**src/rtl/roi_axis_crop.sv**
```systemverilog
// Region-of-interest cropper for AXI-Stream video: forwards only the pixels inside an
// inclusive rectangle, re-framing them with tuser/tlast through a 2-entry output FIFO.
module roi_axis_crop #(
    parameter int WIDTH  = 800,
    parameter int HEIGHT = 600,
    parameter int BIT_D  = 8,
    parameter int CH     = 1,
    parameter int BIT_C  = 32
) (
    input  logic                clk_i,
    input  logic                arst_i,
    input  logic [CH*BIT_D-1:0] s_tdata_i,
    input  logic                s_tvalid_i,
    output logic                s_tready_o,
    input  logic                s_tuser_i,
    input  logic                s_tlast_i,
    input  logic [BIT_C-1:0]    xy_0_i,
    input  logic [BIT_C-1:0]    xy_1_i,
    output logic [CH*BIT_D-1:0] m_tdata_o,
    output logic                m_tvalid_o,
    input  logic                m_tready_i,
    output logic                m_tuser_o,
    output logic                m_tlast_o,
    output logic                frame_done_o,
    output logic                roi_err_o
);
    localparam int DW  = CH * BIT_D;
    localparam int CXW = (WIDTH > 1) ? $clog2(WIDTH) : 1;
    localparam int CYW = (HEIGHT > 1) ? $clog2(HEIGHT) : 1;

    localparam logic [1:0] WAIT_SOF = 2'd0;
    localparam logic [1:0] FRAME    = 2'd1;
    localparam logic [1:0] DISCARD  = 2'd2;

    logic [1:0]     state;
    logic [CXW-1:0] cx;
    logic [CYW-1:0] cy;
    logic [10:0]    xl, xr;
    logic [9:0]     yt, yb;
    logic [1:0]     count;
    logic [DW-1:0]  head_data, tail_data;
    logic           head_user, head_last, tail_user, tail_last;
    logic           frame_done, roi_err;

    logic [10:0]    x0, x1, nxl, nxr, exl, exr;
    logic [9:0]     y0, y1, nyt, nyb, eyt, eyb;
    logic           accept, sof, roi_ok, active, hit, in_user, in_last, pop, wrap, frame_end;
    logic [CXW-1:0] cur_cx, nxt_cx;
    logic [CYW-1:0] cur_cy, nxt_cy;
    logic [15:0]    px, py;
    logic           unused_bits;

    assign unused_bits  = ^{xy_0_i[BIT_C-1:27], xy_0_i[15:10], xy_1_i[BIT_C-1:27], xy_1_i[15:10]};

    assign s_tready_o   = !arst_i && (count < 2'd2);
    assign m_tvalid_o   = (count != 2'd0);
    assign m_tdata_o    = head_data;
    assign m_tuser_o    = head_user;
    assign m_tlast_o    = head_last;
    assign frame_done_o = frame_done;
    assign roi_err_o    = roi_err;

    // The SOF beat is pixel (0,0) of the new frame, so it is judged against the
    // freshly normalised corners rather than the latched ones.
    always_comb begin
        x0        = xy_0_i[26:16];
        y0        = xy_0_i[9:0];
        x1        = xy_1_i[26:16];
        y1        = xy_1_i[9:0];
        nxl       = (x0 < x1) ? x0 : x1;
        nxr       = (x0 < x1) ? x1 : x0;
        nyt       = (y0 < y1) ? y0 : y1;
        nyb       = (y0 < y1) ? y1 : y0;
        roi_ok    = ({5'd0, nxr} < 16'(WIDTH)) && ({6'd0, nyb} < 16'(HEIGHT));
        accept    = s_tvalid_i && s_tready_o;
        sof       = accept && s_tuser_i;
        exl       = sof ? nxl : xl;
        exr       = sof ? nxr : xr;
        eyt       = sof ? nyt : yt;
        eyb       = sof ? nyb : yb;
        cur_cx    = sof ? '0 : cx;
        cur_cy    = sof ? '0 : cy;
        px        = 16'(cur_cx);
        py        = 16'(cur_cy);
        active    = sof ? roi_ok : (state == FRAME);
        hit       = accept && active && (px >= 16'(exl)) && (px <= 16'(exr))
                    && (py >= 16'(eyt)) && (py <= 16'(eyb));
        in_user   = (px == 16'(exl)) && (py == 16'(eyt));
        in_last   = (px == 16'(exr));
        pop       = m_tvalid_o && m_tready_i;
        wrap      = s_tlast_i || (cur_cx == CXW'(WIDTH - 1));
        nxt_cx    = wrap ? '0 : cur_cx + CXW'(1);
        nxt_cy    = wrap ? cur_cy + CYW'(1) : cur_cy;
        frame_end = (cur_cx == CXW'(WIDTH - 1)) && (cur_cy == CYW'(HEIGHT - 1));
    end

    always_ff @(posedge clk_i) begin
        if (arst_i) begin
            state      <= WAIT_SOF;
            cx         <= '0;
            cy         <= '0;
            count      <= 2'd0;
            head_data  <= '0;
            head_user  <= 1'b0;
            head_last  <= 1'b0;
            frame_done <= 1'b0;
            roi_err    <= 1'b0;
        end else begin
            frame_done <= 1'b0;
            if (sof) begin
                roi_err <= !roi_ok;
                state   <= roi_ok ? FRAME : DISCARD;
            end
            if (accept && (sof || state != WAIT_SOF)) begin
                if (frame_end) begin
                    state      <= WAIT_SOF;
                    frame_done <= 1'b1;
                    cx         <= '0;
                    cy         <= '0;
                end else begin
                    cx <= nxt_cx;
                    cy <= nxt_cy;
                end
            end
            // Head register drives m_* directly; it only changes when empty or popped.
            case (count)
                2'd0: if (hit) begin
                    {head_data, head_user, head_last} <= {s_tdata_i, in_user, in_last};
                    count <= 2'd1;
                end
                2'd1: if (hit && pop) begin
                    {head_data, head_user, head_last} <= {s_tdata_i, in_user, in_last};
                end else if (hit) begin
                    count <= 2'd2;
                end else if (pop) begin
                    count <= 2'd0;
                end
                default: if (pop) begin
                    {head_data, head_user, head_last} <= {tail_data, tail_user, tail_last};
                    count <= 2'd1;
                end
            endcase
        end
    end

    // NOTE: corner and tail registers carry no reset; they are only read after being
    // written under SOF or a count==1 push, so their power-up value is never observed.
    always_ff @(posedge clk_i) begin
        if (sof) begin
            xl <= nxl;
            xr <= nxr;
            yt <= nyt;
            yb <= nyb;
        end
        if (count == 2'd1 && hit && !pop) begin
            {tail_data, tail_user, tail_last} <= {s_tdata_i, in_user, in_last};
        end
    end
endmodule

```
**config.mk**
```make
export PLATFORM = sky130hd
export DESIGN_NAME = roi_axis_crop
export DESIGN_NICKNAME = d
export VERILOG_FILES = /design/src/rtl/roi_axis_crop.sv
export SDC_FILE = /design/constraint.sdc
export NUM_CORES = 1
export LEC_CHECK = 0
export ABC_CLOCK_PERIOD_IN_PS = 11900
export BUFFER_PORTS_ARGS = -buffer_cell sky130_fd_sc_hd__buf_2
export CORE_MARGIN = 1
export CORE_UTILIZATION = 64
export CTS_BUF_LIST = sky130_fd_sc_hd__clkbuf_8
export DETAILED_ROUTE_END_ITERATION = 10
export GPL_TIMING_DRIVEN = 0
export PLACE_DENSITY = 0.95
export RECOVER_POWER = 25
export SLEW_MARGIN = 20
export SYNTH_ARGS = -nofsm -noshare
export SYNTH_HDL_FRONTEND = slang
export SYNTH_SLANG_ARGS = --single-unit
```
**constraint.sdc**
```tcl
create_clock -name clk_i -period 11.9 [get_ports clk_i]
set_clock_uncertainty 0.2 [all_clocks]
set_input_delay 0.595 -clock clk_i [delete_from_list [all_inputs] [get_ports clk_i]]
set_output_delay 0.595 -clock clk_i [all_outputs]
set_load 0.1 [all_outputs]
```
==> flow_summary.ini <==
[grt]
grt_remaining_overflow = 0
grt_use_total = 0.327
grt_use_met1 = 0.388
grt_max_degree = 17
first_global_vias = 5043
grt_antenna_before_repair = 0
groute.layer.met3.usage = 0.0626
grt_pass1_wl_um = 23200
gr-usage-met2 = 0.569
busiest_layer = met2

[logic_synthesis]
syn_inst = 690
synth-seq-area-share = 0.326
synthesis.area_mm2 = 0.00571
ys.flop_type = dfxtp_1
synth_edf_count = 10
ys_warn_count = 0
synth-seq-cells = 88
synth_nets = 829
async_flop_share = 0
avgSynthCellArea_um2 = 8.27
yosysUniqueCellTypes = 61

[sta]
final-hold-violation-count = 0
drv_slew = 0
relSlewSlack = 0.216
fin_crit_sh = 0.563
rsz0062_at_grt = false
setup_viol = 0
fin_ws_ns = 5.20
tightest_slew_ns = 1.18
fin_tns_setup_ns = 0
min_period_ns = 6.70
fmax_mhz = 149

[placed_design]
numPortBuffers = 68
dp_hpwl_um = 11800
place_area_mm2 = 0.00619
dp.cells = 866
dp_slack_ns = 5.27
gp_congestion = 0.915

[worst_setup_path]
path_class = in2reg
critPathMaxFanout = 11
worstSetupEndpointType = flop
start_kind = input pin
worstPathRequired_ns = 11.69
crit_arrival_ns = 6.49

[cells_and_area]
drive_gt1_frac = 0.120
final_area_mm2 = 0.00636
diodes = 0
layout.cells.most_common_list = nor2_1, dfxtp_1, ha_1, inv_1, a21oi_1
instances_no_fill = 882
syn_to_final_growth_pct = 11.3
nNetsFinal = 908
mostFrequentLayoutCell = nor2_1

[clock_tree]
cts-root-buf = clkbuf_8
postCtsSetupRepairBufs = 0
cts_tree = yes
cts_resized = 0
cts_max_level = 3
clock_path_buffers = 2
clk-insertion-delay-late_ns = 0.37
holdBufCountCts = 0
numCtsBuffers = 9
numClockSinks = 88
clkSlewWorstSetupHoldPaths_ns = 0.10

[floorplan]
num_rows = 34
initial_utilization = 0.658
io_pins = 92
core-area_mm2 = 0.00868
die_h_um = 96.5
die_w_um = 96.5
die-area_mm2 = 0.00930

[pwr]
p_switching_uw = 236
p_comb_frac = 0.249
cellPowerDensity_mw_per_mm2 = 116
p_leak_uw = 0.00305
power_frac_seq = 0.460
p_sw_frac = 0.321
power.internal_uw = 500
total_power_uw = 737
ir_worst_vdd_v = 0.0000798
power_frac_clock = 0.292

[route]
vias_per_cell = 6.18
drc = 0
drtIter0Drc = 319
routedWlPerCell_um = 17.1
firstDrtPassIters = 5
routed_wl_um = 15100
ant_nets = 0
vias = 5447

[run]
maxCapViolCount = 0

[outcome]
status = completed

[hold_path]
min_path_type = in2reg
power groups by stage:
| stage | combinational, uW | clock, uW | sequential [uW] |
|---|---|---|---|
| 2_1_floorplan | 128 | 0 | 343 |
| 3_3_place_gp | 167 | 0 | 343 |
| 3_5_place_dp | 179 | 0 | 345 |
| 4_1_cts | 182 | 214 | 338 |
| 5_1_grt | 203 | 227 | 340 |
| 6_report | 183 | 215 | 339 |
critical path: stages:
cell	delay, ns
buf_2	0.11
inv_1	0.09
ha_1	0.25
a21oi_1	0.14
o21ai_0	0.11
a221oi_1	0.90
clkbuf_1	0.60
clkbuf_1	0.46
mux2i_1	0.34
o21ai_0	0.16
ha_1	0.31
nand4_1	0.09
nor3_1	0.25
a2111oi_0	0.12
a2111oi_0	0.78
o2111ai_1	0.46
nor4_4	0.72
worst paths after layout:
path | start | to | slack (ns) | depth (start not counted)
worst max-delay path | xy_1_i[22] | tail_data[5]$_DFFE_PP_ | 5.20 | 17
worst min register to register | cx[1]$_SDFFE_PP0P_ | cx[1]$_SDFFE_PP0P_ | 0.29 | 2
worst min-delay path | s_tdata_i[3] | tail_data[3]$_DFFE_PP_ | 0.22 | 1
worst max register to register | count[1]$_SDFFE_PP0P_ | tail_data[5]$_DFFE_PP_ | 5.74 | 17
routing by layer:
metal,share of wire,up-vias
met5,0,-
met4,0.030,0
met3,0.069,43
met2,0.48,270
met1,0.42,2530
li1,-,2604
registers in the layout, summed over array words and instances, names as in the netlist, 2 cells and up:
name       cells
yb            10
count          2
yt            10
tail_data      8
xl            11
m_tdata_o      8
xr            11
cy            10
cx            10
state          2
final cells by class:
type | instances | area [um^2]
tap | 108 | 135
sequential | 88 | 1860
fill | 637 | 2320
multi-input combinational | 504 | 3460
timing repair buffer | 68 | 315
buffer | 32 | 130
clock buffer | 9 | 124
clock inverter | 7 | 82.6
inverter | 66 | 248
kinds of logic after synthesis:
group | after synthesis | share of synthesized area
fa+ha+maj | 61 | 0.134
xor+xnor | 3 | 0.00460
mux | 32 | 0.0561
simple gates | 226 | 0.188
buf+inv | 98 | 0.0664
compound gates | 182 | 0.225
flops | 88 | 0.326
cells in the mapped netlist, types with 15 or more instances:
cell / count / area, um^2
inv_1: 57 / 214
a21o_1: 39 / 293
and2_1: 17 / 106
nand2_1: 47 / 176
ha_1: 61 / 763
mux2i_1: 32 / 320
o21ai_0: 16 / 80.1
dfxtp_1: 78 / 1560
nand3_1: 15 / 75.1
clkbuf_1: 21 / 78.8
a21oi_1: 53 / 265
nor2_1: 87 / 327
metrics by stage:
step	hold WS, ns	util
floorplan	0.241	-
global placement	0.248	0.713
detailed placement	0.270	0.714
CTS	0.209	0.737
global route	0.204	0.732
finish	0.217	0.732
Note: power is estimated with default switching activity, not from simulation.
